File: src/rtl/sort_controller.sv
// Bubble-sort sequencer that borrows a single-port RAM (sync write, comb read)
// from the host, sorts all 2**ADDR_WIDTH words in place, then hands it back.
//
// state | meaning
// IDLE  | host owns RAM port, waiting for start
// RD_A  | read word j into a
// RD_B  | read word j+1 into b
// CMP   | decide whether the pair is out of order
// WR_A  | write b to j
// WR_B  | write a to j+1, flag pass as having swapped
// DONE  | one-cycle completion pulse, host owns port
module sort_controller #(
   parameter int ADDR_WIDTH = 2,
   parameter int DATA_WIDTH = 8,
   parameter bit DESCENDING = 1'b0
) (
   input  logic                  i_clk,
   input  logic                  i_rst,
   input  logic                  i_start,
   output logic                  o_busy,
   output logic                  o_done,
   input  logic                  i_host_we,
   input  logic [ADDR_WIDTH-1:0] i_host_addr,
   input  logic [DATA_WIDTH-1:0] i_host_din,
   output logic [DATA_WIDTH-1:0] o_host_dout,
   output logic                  o_ram_we,
   output logic [ADDR_WIDTH-1:0] o_ram_addr,
   output logic [DATA_WIDTH-1:0] o_ram_din,
   input  logic [DATA_WIDTH-1:0] i_ram_dout
);

   localparam int N = 2 ** ADDR_WIDTH;
   localparam logic [ADDR_WIDTH:0] LAST = (ADDR_WIDTH + 1)'(N - 2);

   typedef enum logic [2:0] {
      S_IDLE, S_RD_A, S_RD_B, S_CMP, S_WR_A, S_WR_B, S_DONE
   } state_t;

   state_t                r_state, w_state_nxt;
   logic [ADDR_WIDTH-1:0] r_j, w_j_nxt;
   logic [ADDR_WIDTH-1:0] r_p, w_p_nxt;
   logic [DATA_WIDTH-1:0] r_a, w_a_nxt;
   logic [DATA_WIDTH-1:0] r_b, w_b_nxt;
   logic                  r_swapped, w_swapped_nxt;

   logic                  w_swap_needed;
   logic                  w_advance;
   logic                  w_swapped_eff;
   logic [ADDR_WIDTH-1:0] w_j_inc;
   logic [ADDR_WIDTH:0]   w_j_plus_p;

   assign w_swap_needed = DESCENDING ? (r_a < r_b) : (r_a > r_b);
   assign w_j_inc       = r_j + ADDR_WIDTH'(1);
   // j < N-2-p rewritten as j+p < N-2 so nothing underflows
   assign w_j_plus_p    = {1'b0, r_j} + {1'b0, r_p};
   assign w_swapped_eff = r_swapped | (r_state == S_WR_B);

   assign o_busy      = (r_state != S_IDLE) && (r_state != S_DONE);
   assign o_done      = (r_state == S_DONE);
   assign o_host_dout = i_ram_dout;

   always_ff @(posedge i_clk or negedge i_rst) begin
      if (!i_rst) begin
         r_state   <= S_IDLE;
         r_j       <= '0;
         r_p       <= '0;
         r_a       <= '0;
         r_b       <= '0;
         r_swapped <= 1'b0;
      end else begin
         r_state   <= w_state_nxt;
         r_j       <= w_j_nxt;
         r_p       <= w_p_nxt;
         r_a       <= w_a_nxt;
         r_b       <= w_b_nxt;
         r_swapped <= w_swapped_nxt;
      end
   end

   always_comb begin
      w_state_nxt   = r_state;
      w_j_nxt       = r_j;
      w_p_nxt       = r_p;
      w_a_nxt       = r_a;
      w_b_nxt       = r_b;
      w_swapped_nxt = r_swapped;
      w_advance     = 1'b0;
      o_ram_we      = 1'b0;
      o_ram_addr    = r_j;
      o_ram_din     = r_b;

      case (r_state)
         S_IDLE: begin
            o_ram_we   = i_host_we;
            o_ram_addr = i_host_addr;
            o_ram_din  = i_host_din;
            if (i_start) begin
               w_j_nxt       = '0;
               w_p_nxt       = '0;
               w_swapped_nxt = 1'b0;
               w_state_nxt   = S_RD_A;
            end
         end
         S_RD_A: begin
            w_a_nxt     = i_ram_dout;
            w_state_nxt = S_RD_B;
         end
         S_RD_B: begin
            o_ram_addr  = w_j_inc;
            w_b_nxt     = i_ram_dout;
            w_state_nxt = S_CMP;
         end
         S_CMP: begin
            if (w_swap_needed) w_state_nxt = S_WR_A;
            else               w_advance   = 1'b1;
         end
         S_WR_A: begin
            o_ram_we    = 1'b1;
            o_ram_din   = r_b;
            w_state_nxt = S_WR_B;
         end
         S_WR_B: begin
            o_ram_we      = 1'b1;
            o_ram_addr    = w_j_inc;
            o_ram_din     = r_a;
            w_swapped_nxt = 1'b1;
            w_advance     = 1'b1;
         end
         S_DONE: begin
            o_ram_we    = i_host_we;
            o_ram_addr  = i_host_addr;
            o_ram_din   = i_host_din;
            w_state_nxt = S_IDLE;
         end
         default: w_state_nxt = S_IDLE;
      endcase

      if (w_advance) begin
         if (w_j_plus_p < LAST) begin
            w_j_nxt     = w_j_inc;
            w_state_nxt = S_RD_A;
         end else if (!w_swapped_eff || ({1'b0, r_p} == LAST)) begin
            w_state_nxt = S_DONE;
         end else begin
            w_p_nxt       = r_p + ADDR_WIDTH'(1);
            w_j_nxt       = '0;
            w_swapped_nxt = 1'b0;
            w_state_nxt   = S_RD_A;
         end
      end
   end

endmodule

File: config.mk
export PLATFORM = sky130hd
export DESIGN_NAME = sort_controller
export DESIGN_NICKNAME = d
export VERILOG_FILES = /design/src/rtl/sort_controller.sv
export SDC_FILE = /design/constraint.sdc
export NUM_CORES = 1
export LEC_CHECK = 0
export CELL_PAD_IN_SITES_DETAIL_PLACEMENT = 1
export CELL_PAD_IN_SITES_GLOBAL_PLACEMENT = 1
export CORE_ASPECT_RATIO = 0.6
export CORE_MARGIN = 2
export CORE_UTILIZATION = 37
export DETAILED_ROUTE_END_ITERATION = 16
export PLACE_DENSITY = 0.79
export SLEW_MARGIN = 10
export SYNTH_ARGS = -nofsm -noshare
export SYNTH_HDL_FRONTEND = slang
export SYNTH_SLANG_ARGS = --single-unit
export TNS_END_PERCENT = 50
File: constraint.sdc
create_clock -name i_clk -period 2.4 [get_ports i_clk]
set_clock_uncertainty 0.15 [all_clocks]
set_input_delay 0.48 -clock i_clk [delete_from_list [all_inputs] [get_ports i_clk]]
set_output_delay 0.48 -clock i_clk [all_outputs]
set_load 0.03 [all_outputs]
Yosys cells after proc, flatten, opt, wreduce, memory -nomap -nowiden:

Index checks and enable logic that the tools add are counted.

* output and inout port bits: 21
* register bits: 24
* word-level logic and storage cells: 58

* order comparisons: 2
* reduce and logical (&&, ||, !) cells: 9
* equality and inequality tests: 11
* mux-type cells: 26
* add/subtract/negate cells: 3
* bitwise operators: 1

Operators with widths (count)
* 2-to-1 mux 2 bit: 10
* case mux 3 bit (6 select lines): 1
* case mux 8 bit (2 select lines): 1
* 2-to-1 mux 3 bit: 5
* == test 3 bit, second input constant: 3
* != test 3 bit, second input constant: 3
* > comparator 8 bit: 1
* == test 3 x 2 -> 1 bit, second input constant: 2
* case mux 1 bit (2 select lines): 3
* OR reduction 2 bit: 3
* 2-to-1 mux 1 bit: 5
* adder 2 x 1 -> 2 bit, second input constant: 2
* case mux 2 bit (2 select lines): 1
* adder 2 x 2 -> 3 bit: 1
* == test 3 x 1 -> 1 bit, second input constant: 1
* logical NOT 3 bit: 1
* less-than comparator 3 x 2 -> 1 bit, second input constant: 1
* AND reduction 3 bit: 1
* nonzero test 3 bit: 1
* == test 2 bit, second input constant: 1
* != test 2 bit, second input constant: 1
* logical AND 1 bit: 1
* logical NOT 1 bit: 1
* logical OR 1 bit: 1
* OR 1 bit: 1

Logic depth before layout (Yosys ltp):

* depth after elaboration: 7
* mapped depth: 7
* mapped depth without buffers: 7

Worst setup path after synthesis:

Ideal clock, no wire load.

* kind: register to output
* start point: register r_state[1]
* end point: output o_ram_din[2]
* data arrival time: 1.644 ns
* data required time: 1.770 ns
* buffers on the path: 2
* stages on the path, launching flop included: 6
* setup slack: 0.126 ns
* cells stage by stage: dfrtp_1 buf_4 clkbuf_1 o21ai_0 a22oi_1 o21ai_0

* longest elaborated chain between the ends: 3

RTL lines
* from (decl): line 39 `state_t r_state, w_state_nxt;`
* from (signal assigned): line 71 `r_state <= w_state_nxt;`
* == test 3 bit / logical NOT 3 bit (equally long branches): line 92 `case (r_state)`
* OR reduction 2 bit (no line)
* case mux 8 bit (2 select lines) (*): line 92
* to (decl): line 28 `output logic [DATA_WIDTH-1:0] o_ram_din,`

Mark *: on every way between the ends. The rest lies on a longest branch, timed or not.

Final worst setup path:

Same ends and word-level chain as after synthesis.

==> flow_summary_export.csv <==
group,metric,value,unit
sta,slew_headroom,61.53,%
drt,dr.max_layer_used,"met4",
worst_setup_path,endpoint,"o_ram_din[2]",
hold_path,hp-class,"flip-flop to flip-flop",
drt,ant_nets,0,
finish,diodes,0,
power_and_ir_drop,vdd_drop_max,0.6669,mV
worst_setup_path,startpoint,"r_state[1]",
clock_tree,cts_max_path_buffers,2,
synth,async_flop_share,100.0,%
finish,area_delta_synth_final,32.06,%
drt,drt-initial-drc-count,72,
drt,detail_route.wl_per_cell,17.55,um
floorplan,initial_core_util,39.37,%
synth,syn-cell-area,0.001834,mm2
synth,postSynthCellCount,212,
worst_setup_path,cp-end-kind,"output port",
synth,netlist.area_leader.share,32.74,%
worst_setup_path,crit_fanout,7,
global_route,gr-total-overflow,0,
finish,finish.instance_area,0.002422,mm2
worst_setup_path,r2r_cells,7,
sta,drv_slew,0,
status,status,"finished, final reports clean",
global_route,antenna_found_initial,0,
power_and_ir_drop,leakage,1.056,nW
sta,hold_viol,0,
sta,finalCriticalPeriod,2.350,ns
drt,wl,5634,um
power_and_ir_drop,power_density,1559,mW/mm2
worst_setup_path,reg2reg_from,"r_b[5]",
finish,final_util,51.99,%
worst_setup_path,cp-start-kind,"flip-flop",
drt,via_per_inst,5.455,
floorplan,coreArea,0.004659,mm2
clock_tree,cts_root_buf,"clkbuf_8",
sta,setup_ws,0.04985,ns
synth,syn-mean-instance-area,8.652,um2
worst_setup_path,crit_type,"flip-flop to output port",
placed_design,port_buffers,42,
clock_tree,clock_latency,0.28,ns
finish,fin_cells,321,
finish,n_fill_cell,563,
worst_setup_path,cp_slowest_cell,"dfrtp_2",
drt,dr.pass1.iters,5,
clock_tree,clkTransAtPathRegs,0.09,ns
drt,wl_met3,288,um
floorplan,die-area,0.005555,mm2
placed_design,dpl.hpwl,4238,um
placed_design,dp_cells,313,
sta,totalNegativeSetupSlack,0,ns
synth,synth_common_cells,"30 x nand2_1, 24 x dfrtp_1, 17 x a22oi_1, 17 x o21ai_1, 16 x o21ai_0",
synth,synth_top_cells_by_area,"dfrtp_1 33%, a22oi_1 7.0%, ha_1 6.1%",
sta,whs,0.3662,ns
synth,ys_ff_latch,24,
drt,wl_met1,2876,um
worst_setup_path,cp_slowest_stage_delay,0.44,ns
worst_setup_path,r2r_slack,0.17,ns
clock_tree,holdBufCountCts,0,
sta,max_freq,425.5,MHz
drt,dr_wl_met2,2442,um
worst_setup_path,worst-path-buf-inv,3,
global_route,grt_max_degree,25,
synth,yosysWarnings,0,
finish,drive_gt1_share,21.71,%
flow_run,cap_violations,0,
worst_setup_path,critPathMostFrequentCell,"buf_4",
sta,worst-slew-pin-transition,0.5752,ns
floorplan,fp.dieH,58.54,um
placed_design,place.gp.congestion,0.7971,
sta,setup_viol,0,
clock_tree,cts_tree,"done",
global_route,grt_pass1_vias,1764,
drt,drc,0,
power_and_ir_drop,total_power,3.775,mW
floorplan,die_x,94.90,um
worst_setup_path,crit_cells,6,
floorplan,num_rows,19,
placed_design,place_ws,-0.01847,ns
synth,synth_seq_area_share,32.74,%
synth,synth_largest_area_cell,"dfrtp_1",
sta,period_share,97.92,%
worst_setup_path,path_delay_family,"buffers and inverters",
worst_setup_path,worstReg2RegEnd,"r_j[1]",
worst_setup_path,cp_data_arrival_time,1.72,ns
placed_design,place_area,0.002291,mm2
synth,synth.distinct_cells,46,
synth,synth_ff_type,"dfrtp_1",
floorplan,ios,43,
synth,synth.most_common_cell,"nand2_1",
worst_setup_path,crit_chain,"buf_6, and3b_1, buf_4, a22oi_1, o21ai_1, buf_4",
clock_tree,clkSinkCount,24,
finish,finish.net_count,291,
drt,vias,1751,
clock_tree,cts.htree.levels,1,
sta,rsz0062_at_grt,"true",
global_route,track_usage,20.94,%
synth,synth_edf_count,0,
clock_tree,cts_buffers,3,
global_route,grt_pass1_wl,8907,um
synth,synth.net_count,244,
worst_setup_path,critPathRequiredTime,1.77,ns
[state kept, by name, summed over array words and instances (netlist names)]
signal / flops
r_state: 3
r_b: 8
r_j: 2
r_a: 8
r_p: 2
r_swapped: 1
[layout by cell type, fill, tap and decap left out, types with 2 or more instances in the layout]
cell,Yosys,final
a211o_1,2,2
a211oi_1,2,2
a21oi_1,5,5
a22oi_1,17,15
a22oi_2,0,2
and2_1,2,2
buf_4,10,28
buf_6,1,2
clkbuf_8,0,4
clkdlybuf4s50_1,0,29
dfrtp_1,24,21
dfrtp_2,0,3
ha_1,9,9
inv_1,14,14
mux2_1,7,7
mux2_2,2,2
mux2i_1,2,2
nand2_1,30,28
nand2_2,0,2
nand4_1,2,2
nor2_1,12,11
nor2_2,3,3
nor2b_1,3,3
o211ai_1,2,2
o21ai_0,16,9
o21ai_1,17,23
[report_power, final]
part / total (mW) / switching (mW) / leakage (nW) / internal [mW]
combinational: 2.69 / 1.61 / 0.734 / 1.08
sequential: 0.796 / 0.192 / 0.293 / 0.604
clock: 0.287 / 0.140 / 0.0288 / 0.147
[worst register-to-register path, stage by stage, from the launching register on]
cell	delay, ns
dfrtp_1	0.38
inv_1	0.09
ha_1	0.34
a211oi_1	0.22
nor2_1	0.13
o31ai_1	0.45
a311o_1	0.28
o21ai_1	0.07
[logic make-up after synthesis]
logic type | count (synthesis) | synth area share [%]
fa+ha+maj | 10 | 7.231
buf+inv | 33 | 9.481
flops | 24 | 32.74
mux | 11 | 6.617
compound gates | 74 | 27.56
simple gates | 60 | 16.37
[layer usage]
layer / track usage (%) / up-vias
met5: 0 / -
met4: 2.484 / 0
met3: 3.841 / 3
met2: 32.62 / 51
met1: 31.38 / 851
li1: - / 846
[final cells by class]
class                   count  area, um2  share of cell area, %
multi-input cells         155       1094                  45.14
flip-flops and latches     24      604.3                  24.95
repair buffers             60      531.8                  21.95
well taps                  63      78.83                  3.254
inverters                  15      58.81                  2.428
clock buffers               4      55.05                  2.273
[worst min-delay path by stage]
stage,from,end,slack [ns],depth (start not counted)
5_1_grt,r_p[0],r_p[0],0.39,1
2_1_floorplan,i_rst,r_a[0],0.03,0
3_5_place_dp,r_p[0],r_p[0],0.36,1
4_1_cts,r_p[0],r_p[0],0.38,1
6_report,r_p[0],r_p[0],0.37,1
3_3_place_gp,r_p[0],r_p[0],0.35,1
[what timing repair did]
item	CTS	global route
endpoints found under the setup margin	10	11
buffers inserted	4	0
gates resized for setup	5	17
endpoints found under the hold margin	0	0
Note: power is estimated with default switching activity, not from simulation.
